`src/rtl/rf_wb_pkg.sv`:
```
// Shared types for the register-file write-back arbiter.
// XLEN is taken from the `XLEN macro normally set by arvi_defines.vh; it falls back to 32 when that macro is not defined.
`ifndef XLEN
`define XLEN 32
`endif

package rf_wb_pkg;
    localparam int XLEN = `XLEN;
    localparam logic [4:0] REG_ZERO = 5'd0;

    typedef struct packed {
        logic [4:0]      rd;
        logic [XLEN-1:0] data;
    } wb_req_t;
endpackage

```
`src/rtl/rf_wb_slot.sv`:
```
// One-entry result buffer. It can refill on the same edge it drains, and it
// completes the handshake for x0 writes without storing them.
module rf_wb_slot
    import rf_wb_pkg::*;
(
    input  logic    i_clk,
    input  logic    i_rstn,
    input  logic    i_valid,
    input  wb_req_t i_req,
    input  logic    i_grant,
    output logic    o_ready,
    output logic    o_full,
    output logic    o_fill,
    output wb_req_t o_req
);
    logic    full_q, full_d;
    wb_req_t req_q, req_d;

    always_comb begin
        o_ready = !full_q || i_grant;
        o_fill  = i_valid && o_ready && (i_req.rd != REG_ZERO);
        full_d  = full_q;
        req_d   = req_q;
        if (o_fill) begin
            full_d = 1'b1;
            req_d  = i_req;
        end else if (i_grant) begin
            full_d = 1'b0;
        end
    end

    always_ff @(posedge i_clk or negedge i_rstn) begin
        if (!i_rstn) begin
            full_q <= 1'b0;
            req_q  <= '0;
        end else begin
            full_q <= full_d;
            req_q  <= req_d;
        end
    end

    assign o_full = full_q;
    assign o_req  = req_q;
endmodule

```
`src/rtl/rf_wb_arbiter.sv`:
```
// Oldest-first write-back arbiter from the EX and LD result slots to the single register-file write port.
// Defining RF_WB_BYPASS_EN makes the write being committed visible on the read outputs.
module rf_wb_arbiter
    import rf_wb_pkg::*;
#(
    parameter int XLEN = rf_wb_pkg::XLEN
) (
    input  logic            i_clk,
    input  logic            i_rstn,
    input  logic            i_ex_valid,
    output logic            o_ex_ready,
    input  logic [4:0]      i_ex_rd,
    input  logic [XLEN-1:0] i_ex_data,
    input  logic            i_ld_valid,
    output logic            o_ld_ready,
    input  logic [4:0]      i_ld_rd,
    input  logic [XLEN-1:0] i_ld_data,
    output logic            o_Wen,
    output logic [4:0]      o_Wnum,
    output logic [XLEN-1:0] o_Wd,
    input  logic [4:0]      i_Rnum1,
    input  logic [4:0]      i_Rnum2,
    input  logic [XLEN-1:0] i_Rd1,
    input  logic [XLEN-1:0] i_Rd2,
    output logic [XLEN-1:0] o_Rd1,
    output logic [XLEN-1:0] o_Rd2,
    output logic            o_busy
);
    wb_req_t ex_in, ld_in, ex_req, ld_req;
    logic    ex_full, ld_full, ex_fill, ld_fill;
    logic    grant_ex, grant_ld;
    logic    ex_older_q, ex_older_d;
    logic    wen_q, wen_d;
    logic [4:0]      wnum_q, wnum_d;
    logic [XLEN-1:0] wd_q, wd_d;

    always_comb begin
        ex_in.rd   = i_ex_rd;
        ex_in.data = i_ex_data;
        ld_in.rd   = i_ld_rd;
        ld_in.data = i_ld_data;
    end

    rf_wb_slot u_ex_slot (
        .i_clk(i_clk), .i_rstn(i_rstn), .i_valid(i_ex_valid), .i_req(ex_in),
        .i_grant(grant_ex), .o_ready(o_ex_ready), .o_full(ex_full),
        .o_fill(ex_fill), .o_req(ex_req)
    );

    rf_wb_slot u_ld_slot (
        .i_clk(i_clk), .i_rstn(i_rstn), .i_valid(i_ld_valid), .i_req(ld_in),
        .i_grant(grant_ld), .o_ready(o_ld_ready), .o_full(ld_full),
        .o_fill(ld_fill), .o_req(ld_req)
    );

    assign grant_ex = ex_full && (!ld_full || ex_older_q);
    assign grant_ld = ld_full && (!ex_full || !ex_older_q);

    // A slot that fills behind a waiting entry is the younger one, so the waiting side becomes older.
    always_comb begin
        ex_older_d = ex_older_q;
        if (ex_fill && ld_fill)
            ex_older_d = 1'b0;
        else if (ld_fill && ex_full && !grant_ex)
            ex_older_d = 1'b1;
        else if (ex_fill && ld_full && !grant_ld)
            ex_older_d = 1'b0;
    end

    always_comb begin
        wen_d  = grant_ex || grant_ld;
        wnum_d = wnum_q;
        wd_d   = wd_q;
        if (grant_ex) begin
            wnum_d = ex_req.rd;
            wd_d   = ex_req.data;
        end else if (grant_ld) begin
            wnum_d = ld_req.rd;
            wd_d   = ld_req.data;
        end
    end

    always_ff @(posedge i_clk or negedge i_rstn) begin
        if (!i_rstn) begin
            ex_older_q <= 1'b0;
            wen_q      <= 1'b0;
            wnum_q     <= '0;
            wd_q       <= '0;
        end else begin
            ex_older_q <= ex_older_d;
            wen_q      <= wen_d;
            wnum_q     <= wnum_d;
            wd_q       <= wd_d;
        end
    end

    assign o_Wen  = wen_q;
    assign o_Wnum = wnum_q;
    assign o_Wd   = wd_q;
    assign o_busy = ex_full || ld_full || wen_q;

`ifdef RF_WB_BYPASS_EN
    assign o_Rd1 = (wen_q && wnum_q == i_Rnum1 && i_Rnum1 != REG_ZERO) ? wd_q : i_Rd1;
    assign o_Rd2 = (wen_q && wnum_q == i_Rnum2 && i_Rnum2 != REG_ZERO) ? wd_q : i_Rd2;
`else
    logic unused_rnum;
    assign unused_rnum = ^{i_Rnum1, i_Rnum2};
    assign o_Rd1 = i_Rd1;
    assign o_Rd2 = i_Rd2;
`endif
endmodule

```
`config.mk`:
```
export PLATFORM = sky130hd
export DESIGN_NAME = rf_wb_arbiter
export DESIGN_NICKNAME = d
export VERILOG_FILES = /design/src/rtl/rf_wb_pkg.sv /design/src/rtl/rf_wb_slot.sv /design/src/rtl/rf_wb_arbiter.sv
export SDC_FILE = /design/constraint.sdc
export NUM_CORES = 1
export LEC_CHECK = 0
export CORE_MARGIN = 3
export CORE_UTILIZATION = 55
export DETAILED_ROUTE_END_ITERATION = 10
export DONT_BUFFER_PORTS = 1
export PLACE_DENSITY = 0.7
export SYNTH_ARGS = -nofsm -noshare
export SYNTH_HDL_FRONTEND = slang
export SYNTH_SLANG_ARGS = --single-unit
export TNS_END_PERCENT = 50
```
`constraint.sdc`:
```
create_clock -name i_clk -period 3.4 [get_ports i_clk]
set_input_delay 0.17 -clock i_clk [delete_from_list [all_inputs] [get_ports i_clk]]
set_output_delay 0.17 -clock i_clk [all_outputs]
set_load 0.02 [all_outputs]
```
Word level (Yosys, flattened, before mapping)
Cells that the tools add are included.
{ "totals": {"regBits": 115, "in_bits": 152, "output_inout_bits": 105, "wordCells": 50} }
{ "classes": {"muxes": 11, "n_reduce_logical": 29} }
{ "op_table": {"columns": ["cell", "n"], "rows": [
  ["2-to-1 mux 32 bit", 2],
  ["logical AND 1 bit", 11],
  ["2-to-1 mux 5 bit", 2],
  ["nonzero test 5 bit", 2],
  ["logical OR 1 bit", 7],
  ["2-to-1 mux 1 bit", 7],
  ["nonzero test 2 bit", 3],
  ["zero test 1 bit", 5],
  ["nonzero test 3 bit", 1]
]} }

Depth between registers and ports, before layout
Gate-level depths: netlist of the first run.
{ "depth": {"ltp_word": 11, "depth_mapped": 6, "mapped_depth_nobuf": 4} }

Modules after synthesis
From an unflattened synthesis of the first run, not the netlist that was laid out.
{ "hier_totals": {"hier_cells": 460, "hier_area_um2": 5609.1} }
{ "by_module_without_submodules": {"columns": ["mod", "n_inst", "cells_per_inst", "area_per_inst_um2"], "rows": [
  ["rf_wb_slot", 2, 86, 1461.4],
  ["rf_wb_arbiter", 1, 288, 2686.3]
]} }

Least setup slack after synthesis of the first run
OpenSTA, ideal clock, no wires.
{ "synth_path": {"kind": "in2reg", "startpoint": "input port i_ld_rd[1]", "endpoint": "register u_ld_slot.req_q (netlist bit u_ld_slot.o_req[10])", "setup_ps": 125, "arrival_ps": 1588, "t_required_ps": 3275, "path_slack_ps": 1686, "cell_stages": 6, "path_cell_list": "or4_1 -> o21ai_2 -> nand2b_2 -> buf_12 -> buf_12 -> mux2_4"} }
{ "synth_via": {"elab_chain_cells": 2} }
{ "synth_lines": {"columns": ["item", "line", "source"], "rows": [
  ["start, declared", "rf_wb_arbiter.sv:16", "input logic [4:0] i_ld_rd,"],
  ["nonzero test 5 bit", "rf_wb_slot.sv:21", "o_fill = i_valid && o_ready && (i_req.rd != REG_ZERO);"],
  ["logical AND 1 bit", "rf_wb_slot.sv:21", null],
  ["end signal, assigned", "rf_wb_slot.sv:38", "req_q <= req_d;"],
  ["end, declared", "rf_wb_slot.sv:17", "wb_req_t req_q, req_d;"]
]} }
Every way passes these cells.
A chain may end at the register's enable or synchronous reset.

Final worst setup path of the first run
{ "layout_path": {"startpoint": "register u_ld_slot.full_q (netlist: u_ld_slot.o_full)", "endpoint": "register u_ld_slot.req_q (netlist bit u_ld_slot.o_req[3])"} }
{ "layout_via": {"elab_chain_cells": 4, "word_cells_on_any_way": 5} }
{ "layout_lines": {"columns": ["item", "line", "source"], "rows": [
  ["start, declared", "rf_wb_slot.sv:16", "logic full_q, full_d;"],
  ["start signal, assigned", "rf_wb_slot.sv:37", "full_q <= full_d;"],
  ["zero test 1 bit / logical AND 1 bit (equally long branches)", "rf_wb_slot.sv:20, rf_wb_arbiter.sv:57", null],
  ["logical OR 1 bit *", "rf_wb_slot.sv:20", "o_ready = !full_q || i_grant;"],
  ["net o_ld_ready", "rf_wb_arbiter.sv:15", "output logic o_ld_ready,"],
  ["logical AND 1 bit * (2 in a row)", "rf_wb_slot.sv:21", null]
]} }
The timed path passes the listed nets; every way through them passes the cells marked *.

==> flow_summary.json, run 1 <==
{
  "syn_inst": 365,
  "cts_resized": 0,
  "synth.most_common_cell": "dfrtp_1",
  "die_h_um": 103,
  "setup_viol": 0,
  "tightest_slew_ns": 0.722,
  "synthArstFlopShare": 1.00,
  "cts_sinks": 115,
  "rr_startpoint": "u_ld_slot.o_full",
  "p_sw_frac": 0.301,
  "drt_iter0_markers": 60,
  "synth_top_family_by_area": "multiplexers",
  "synth_mux_area_frac": 0.177,
  "min_from": "i_ex_rd[2]",
  "dr.pass1.iters": 4,
  "p_seq_frac": 0.461,
  "hold_violations": 0,
  "crit_fanout": 20,
  "synth_xor_area_frac": 0,
  "gp_congestion": 0.707,
  "die_area_mm2": 0.0106,
  "antenna_found_initial": 0,
  "wl_mm": 11.6,
  "yosysTopAreaCell": "dfrtp_1",
  "required_ns": 3.79,
  "cts_root_buf": "clkbuf_8",
  "setup_tns_ns": 0,
  "clock_latency_ns": 0.51,
  "synth-edff-count": 0,
  "ys.warnings.count": 0,
  "fin_skew_ns": 0.0121,
  "track_usage": 0.222,
  "synth_top_area_frac": 0.555,
  "slew_viol_final": 0,
  "drc_errors": 0,
  "synth-adder-area-share": 0,
  "crit_path_end_kind": "flip-flop",
  "maxCapViolations": 0,
  "start_util": 0.581,
  "drtAntennaViolNets": 0,
  "p_int_mw": 3.26,
  "hold_class": "input pin to flip-flop",
  "cp_data_arrival_time_ns": 2.71,
  "clock.fmax_mhz": 430,
  "combPwrFrac": 0.173,
  "overflow": 0,
  "ys_types": 23,
  "boundaryPins": 257,
  "port_buffers": 0,
  "run_status": "completed",
  "worst_hold_slack_ns": 0.0598,
  "clockBufferDepth": 2,
  "vdd_drop_max_uv": 434,
  "finalNetCount": 539,
  "ys_seq_elements": 115,
  "area_growth_pct": 18.5,
  "core_area_mm2": 0.00893,
  "synth-simple-area-share": 0.0125,
  "worst-setup-path-type": "flip-flop to flip-flop",
  "first_global_vias": 3406,
  "seq_area_frac_synth": 0.555,
  "numCtsBuffers": 17,
  "grt_max_degree": 116,
  "startpoint": "u_ld_slot.o_full",
  "diodes": 0,
  "die_x_um": 103,
  "rsz0062_at_grt": "false",
  "min_period_over_period": 0.683,
  "p_clk_frac": 0.366,
  "row_count": 34,
  "powerDensity_mw_per_mm2": 758,
  "syn_area_per_cell_um2": 14.2,
  "synth-main-ff-cell": "dfrtp_1",
  "via_count": 3045,
  "dp_hpwl_mm": 6.71,
  "yosys-top-cells-count": "dfrtp_1 (115), buf_4 (64), mux2_2 (43)",
  "grt_pass1_wl_mm": 17.6,
  "syn-num-nets": 517,
  "layout-drive-gt1-share": 0.293,
  "critPathLaunchType": "flip-flop",
  "wl_per_cell_um": 22.8,
  "p_leak_nw": 2.90,
  "synth_area_leaders": "dfrtp_1 (55%), mux2_2 (9.3%), buf_4 (9.3%)",
  "synthesis.area_mm2": 0.00519,
  "vias_per_cell": 5.99,
  "synth_compound_area_frac": 0.127,
  "switchingPower_mw": 1.40,
  "maxSlewHeadroom": 0.518,
  "cts_tree": "done",
  "timing.final.crit_period_ns": 2.32,
  "htreeDepth": 4,
  "clkTransAtPathRegs_ns": 0.05
}
[repair_timing]
action / in CTS / in global routing
hold buffers: 80 / 0
hold endpoints to repair: 192 / 0
setup endpoints to repair: 0 / 0
setup buffers: 0 / 0
[worst max-delay path, stage by stage (launching register included)]
cell and delay (ns):
dfrtp_1 0.50, nand3_1 0.37, nand2b_2 0.67, buf_12 0.28, mux2_2 0.35
[through the flow]
| stage | util | total power, mW | setup slack, ns | std cells | cell area (um^2) |
|---|---|---|---|---|---|
| after CTS | 0.688 | 4.69 | 1.06 | 508 | 6150 |
| after floorplan | - | 2.80 | 1.69 | 365 | 5190 |
| after detailed placement | 0.532 | 2.87 | 1.07 | 396 | 4750 |
| final | 0.688 | 4.66 | 1.08 | 508 | 6150 |
| after global routing | 0.688 | 4.87 | 0.952 | 508 | 6150 |
| after global placement | 0.532 | 2.82 | 1.11 | 396 | 4750 |
[flip-flops by register name, indices dropped and copies added, names as in the netlist]
| signal | cells |
|---|---|
| u_ld_slot.o_full | 1 |
| u_ld_slot.o_req | 37 |
| u_ex_slot.o_req | 37 |
| o_Wd | 32 |
| u_ex_slot.o_full | 1 |
| ex_older_q | 1 |
| o_Wnum | 5 |
| o_Wen | 1 |
[power by group through the flow]
stage,clock network (mW),registers (mW),logic [mW]
CTS,1.73,2.15,0.813
detailed placement,0,2.17,0.702
global route,1.80,2.19,0.877
finish,1.71,2.15,0.806
global placement,0,2.15,0.675
floorplan,0,2.08,0.719
[final timing paths]
kind | endpoint | slack [ns] | cells past startpoint
setup / recovery | u_ld_slot.o_req[3] | 1.08 | 4
hold / removal | ex_older_q | 0.06 | 4
setup reg to reg | u_ld_slot.o_req[3] | 1.08 | 4
hold reg to reg | o_Wd[4] | 0.47 | 1
max in group asynchronous | u_ld_slot.o_req[9] | 2.66 | 2
min in group asynchronous | o_Wd[20] | 0.29 | 2
[layout make-up]
| class | instances | area [um^2] |
|---|---|---|
| clock inverters | 12 | 133 |
| repair buffers | 86 | 876 |
| fillers | 599 | 2790 |
| flip-flops and latches | 115 | 2880 |
| well taps | 108 | 135 |
| multi-input cells | 165 | 1670 |
| clock buffers | 20 | 445 |
| inverters | 2 | 7.51 |
[logic make-up after synthesis]
| kind of cell | count (synthesis) |
|---|---|
| AOI/OAI and AO/OA | 81 |
| buffers and inverters | 85 |
| DFF | 115 |
| muxes | 72 |
| and+or+nand+nor | 12 |
[per-layer routing]
| layer | vias up | part of all wire | wire length [um] | track usage |
|---|---|---|---|---|
| li1 | 1290 | - | - | - |
| met1 | 1570 | 0.38 | 4420 | 0.245 |
| met2 | 151 | 0.49 | 5690 | 0.363 |
| met3 | 34 | 0.094 | 1090 | 0.0981 |
| met4 | 0 | 0.033 | 377 | 0.114 |
| met5 | - | 0 | 0 | 0 |
[layout by cell type (no fill, tap or decap)]
cell type        n
mux2_2          43
dlygate4sd3_1   79
or4_1            2
dfrtp_1        115
clkbuf_8         3
buf_16           1
a22o_1          37
o21ai_2          2
a21o_1          37
clkinv_2         3
nand3_1          2
clkbuf_1         1
nand2b_2         2
buf_12           1
o22ai_1          1
a21boi_4         1
mux2_4          29
inv_1            2
nand2_1          3
a32o_1           2
bufinv_16        2
nor2_4           2
a21oi_1          1
or3_1            1
clkinvlp_4       3
buf_4            5
clkinv_4         4
clkbuf_16       16
Note: power is estimated with default switching activity, not from simulation.
==> inputs of run 2 (changes only) <==
--- a/config.mk
+++ b/config.mk
@@ -5,6 +5,7 @@
 export SDC_FILE = /design/constraint.sdc
 export NUM_CORES = 1
 export LEC_CHECK = 0
+export ABC_AREA = 1
 export CORE_MARGIN = 3
 export CORE_UTILIZATION = 55
 export DETAILED_ROUTE_END_ITERATION = 10
==> constraint.sdc (replaced) <==
create_clock -name i_clk -period 2.26 [get_ports i_clk]
set_input_delay 0.113 -clock i_clk [delete_from_list [all_inputs] [get_ports i_clk]]
set_output_delay 0.113 -clock i_clk [all_outputs]
set_load 0.02 [all_outputs]
==> run 2 against run 1 <==
The flow now finishes with violations (negative hold slack). Largest cell class unchanged. Utilization fell by 2.0 points. Total power rose by 73%. Flip-flop and latch count did not move. Wire length rose by 4.7%. First-iteration DRC count rose to 3.2 times the previous value. Via count rose by 22%. Global-route usage rose by 0.36 points. Final cell count rose by 43%. Register-to-register slack got worse by 0.65 ns. Highest routed layer unchanged.
==> flow_summary.json, run 2 <==
{
  "setup_tns_ns": 0,
  "seq_area_frac_synth": 0.526,
  "grt_max_degree": 116,
  "synthArstFlopShare": 1.00,
  "cp_data_arrival_time_ns": 1.91,
  "die_area_mm2": 0.0112,
  "powerDensity_mw_per_mm2": 1280,
  "timing.final.crit_period_ns": 2.02,
  "ys_seq_elements": 115,
  "postCtsSetupBuffers": 0,
  "layout.cells.non_filler": 724,
  "row_count": 35,
  "crit_path_end_kind": "output port",
  "run_status": "finished with violations",
  "final_util": 0.668,
  "cts_tree": "done",
  "p_int_mw": 5.08,
  "setup_viol": 0,
  "wl_mm": 12.1,
  "fin_skew_ns": 0.0154,
  "htreeDepth": 4,
  "die_h_um": 106,
  "grtUsageMet3": 0.0674,
  "drc_errors": 0,
  "boundaryPins": 257,
  "cts_sinks": 115,
  "dp.cells": 618,
  "crit_fanout": 36,
  "hold_violations": 115,
  "clock_latency_ns": 0.49,
  "clockBufferDepth": 2,
  "vdd_drop_max_uv": 630,
  "synth-edff-count": 0,
  "rsz0062_at_grt": "false",
  "worst-setup-path-type": "flip-flop to output port",
  "min_period_over_period": 0.893,
  "numCtsBuffers": 17,
  "post-place-ws_ns": 0.467,
  "syn-num-nets": 727,
  "track_usage": 0.226,
  "p_sw_frac": 0.370,
  "core_area_mm2": 0.00946,
  "via_count": 3709,
  "area_growth_pct": 15.5,
  "p_clk_frac": 0.295,
  "synth-main-ff-cell": "dfrtp_1",
  "antenna_found_initial": 0,
  "ys.warnings.count": 0,
  "maxSlewHeadroom": 0.554,
  "cts_root_buf": "clkbuf_8",
  "critPathLaunchType": "flip-flop",
  "maxCapViolations": 0,
  "synth_top_area_frac": 0.526,
  "dp_hpwl_mm": 7.58,
  "layout_commonest_cell": "nand2_1",
  "yosysTopAreaCell": "dfrtp_1",
  "gp_congestion": 0.742,
  "synth.most_common_cell": "nand2_1",
  "port_buffers": 0,
  "grt_use_met2": 0.401,
  "required_ns": 2.15,
  "met1_usage": 0.254,
  "clock.fmax_mhz": 495,
  "grt_pass1_wl_mm": 19.9,
  "diodes": 0,
  "syn_area_per_cell_um2": 9.51,
  "finalNetCount": 735,
  "postCtsHoldBufs": 75,
  "worst_slack_ns": 0.242,
  "synth_area_leaders": "dfrtp_1 (53%), nand2_1 (11%), buf_4 (9.5%)",
  "vias_per_cell": 5.12,
  "switchingPower_mw": 2.98,
  "yosys-top-cells-count": "nand2_1 (164), dfrtp_1 (115), inv_1 (72)",
  "first_global_vias": 3853,
  "p_seq_frac": 0.446,
  "dr.pass1.iters": 4,
  "ys_types": 21,
  "syn_inst": 575,
  "cts_resized": 0,
  "combPwrFrac": 0.259,
  "hold_class": "input pin to asynchronous set/reset pin",
  "layout_common_cells": "nand2_1 (163), dfrtp_1 (115), dlygate4sd3_1 (75), inv_1 (72), nand3_1 (46)",
  "drtAntennaViolNets": 0,
  "p_leak_nw": 3.03,
  "failed_checks": "negative hold slack",
  "clkTransAtPathRegs_ns": 0.06,
  "drt_iter0_markers": 190,
  "wl_per_cell_um": 16.7,
  "synthesis.area_mm2": 0.00547,
  "die_x_um": 106,
  "slew_viol_final": 0,
  "top_usage_layer": "met2",
  "start_util": 0.578,
  "tightest_slew_ns": 0.668,
  "overflow": 0,
  "layout-drive-gt1-share": 0.139,
  "worst_hold_slack_ns": -0.682
}
==> run 2: metal layers <==
metal	wire (um)	part of all wire	up-vias
met5	0	0	-
met4	312	0.026	0
met3	802	0.066	27
met2	6460	0.53	128
met1	4550	0.38	1773
li1	-	-	1781
==> run 2: power groups by stage <==
stage,Clock (mW),Sequential [mW],Combinational [mW]
after global placement,0,3.61,1.91
after global routing,2.54,3.67,2.38
after floorplan,0,3.47,1.90
final,2.38,3.60,2.09
after detailed placement,0,3.64,1.98
after CTS,2.43,3.61,2.10
==> run 2: through the flow <==
stage	hold slack (ns)	area, um^2	total power, mW
floorplan	-0.183	5470	5.37
global placement	-0.180	5030	5.52
detailed placement	-0.180	5030	5.61
CTS	-0.707	6320	8.13
global route	-0.724	6320	8.59
finish	-0.682	6320	8.07
==> run 2: layout make-up <==
class                      count  area (um^2)
fill                         754         3140
sequential                   115         2880
clock buffer                  21          449
tap                          129          161
inverter                      75          282
timing repair buffer          84          843
multi-input combinational    290         1620
clock inverter                10         85.1
==> run 2: cell families after synthesis <==
kind of cell / count (synthesis) / share of synthesized area
compound gates: 71 / 0.130
buf+inv: 170 / 0.179
simple gates: 219 / 0.164
flops: 115 / 0.526
==> run 2: worst paths after layout <==
path | from | endpoint | slack [ns] | cells after the start
min | i_rstn | o_Wd[31] | -0.68 | 0
max reg2reg | u_ex_slot.o_full | ex_older_q | 0.43 | 8
max | u_ex_slot.o_full | o_busy | 0.24 | 2
min reg2reg | u_ld_slot.o_req[1] | u_ld_slot.o_req[1] | 0.48 | 2
max in group asynchronous | i_rstn | o_Wd[18] | 2.77 | 0
min in group i_clk | i_ld_rd[0] | u_ld_slot.o_req[30] | 0.13 | 6
==> run 2: critical path: stages, from the launching register on <==
cell,delay (ns)
dfrtp_1,0.57
or2_4,0.57
or2_2,0.27
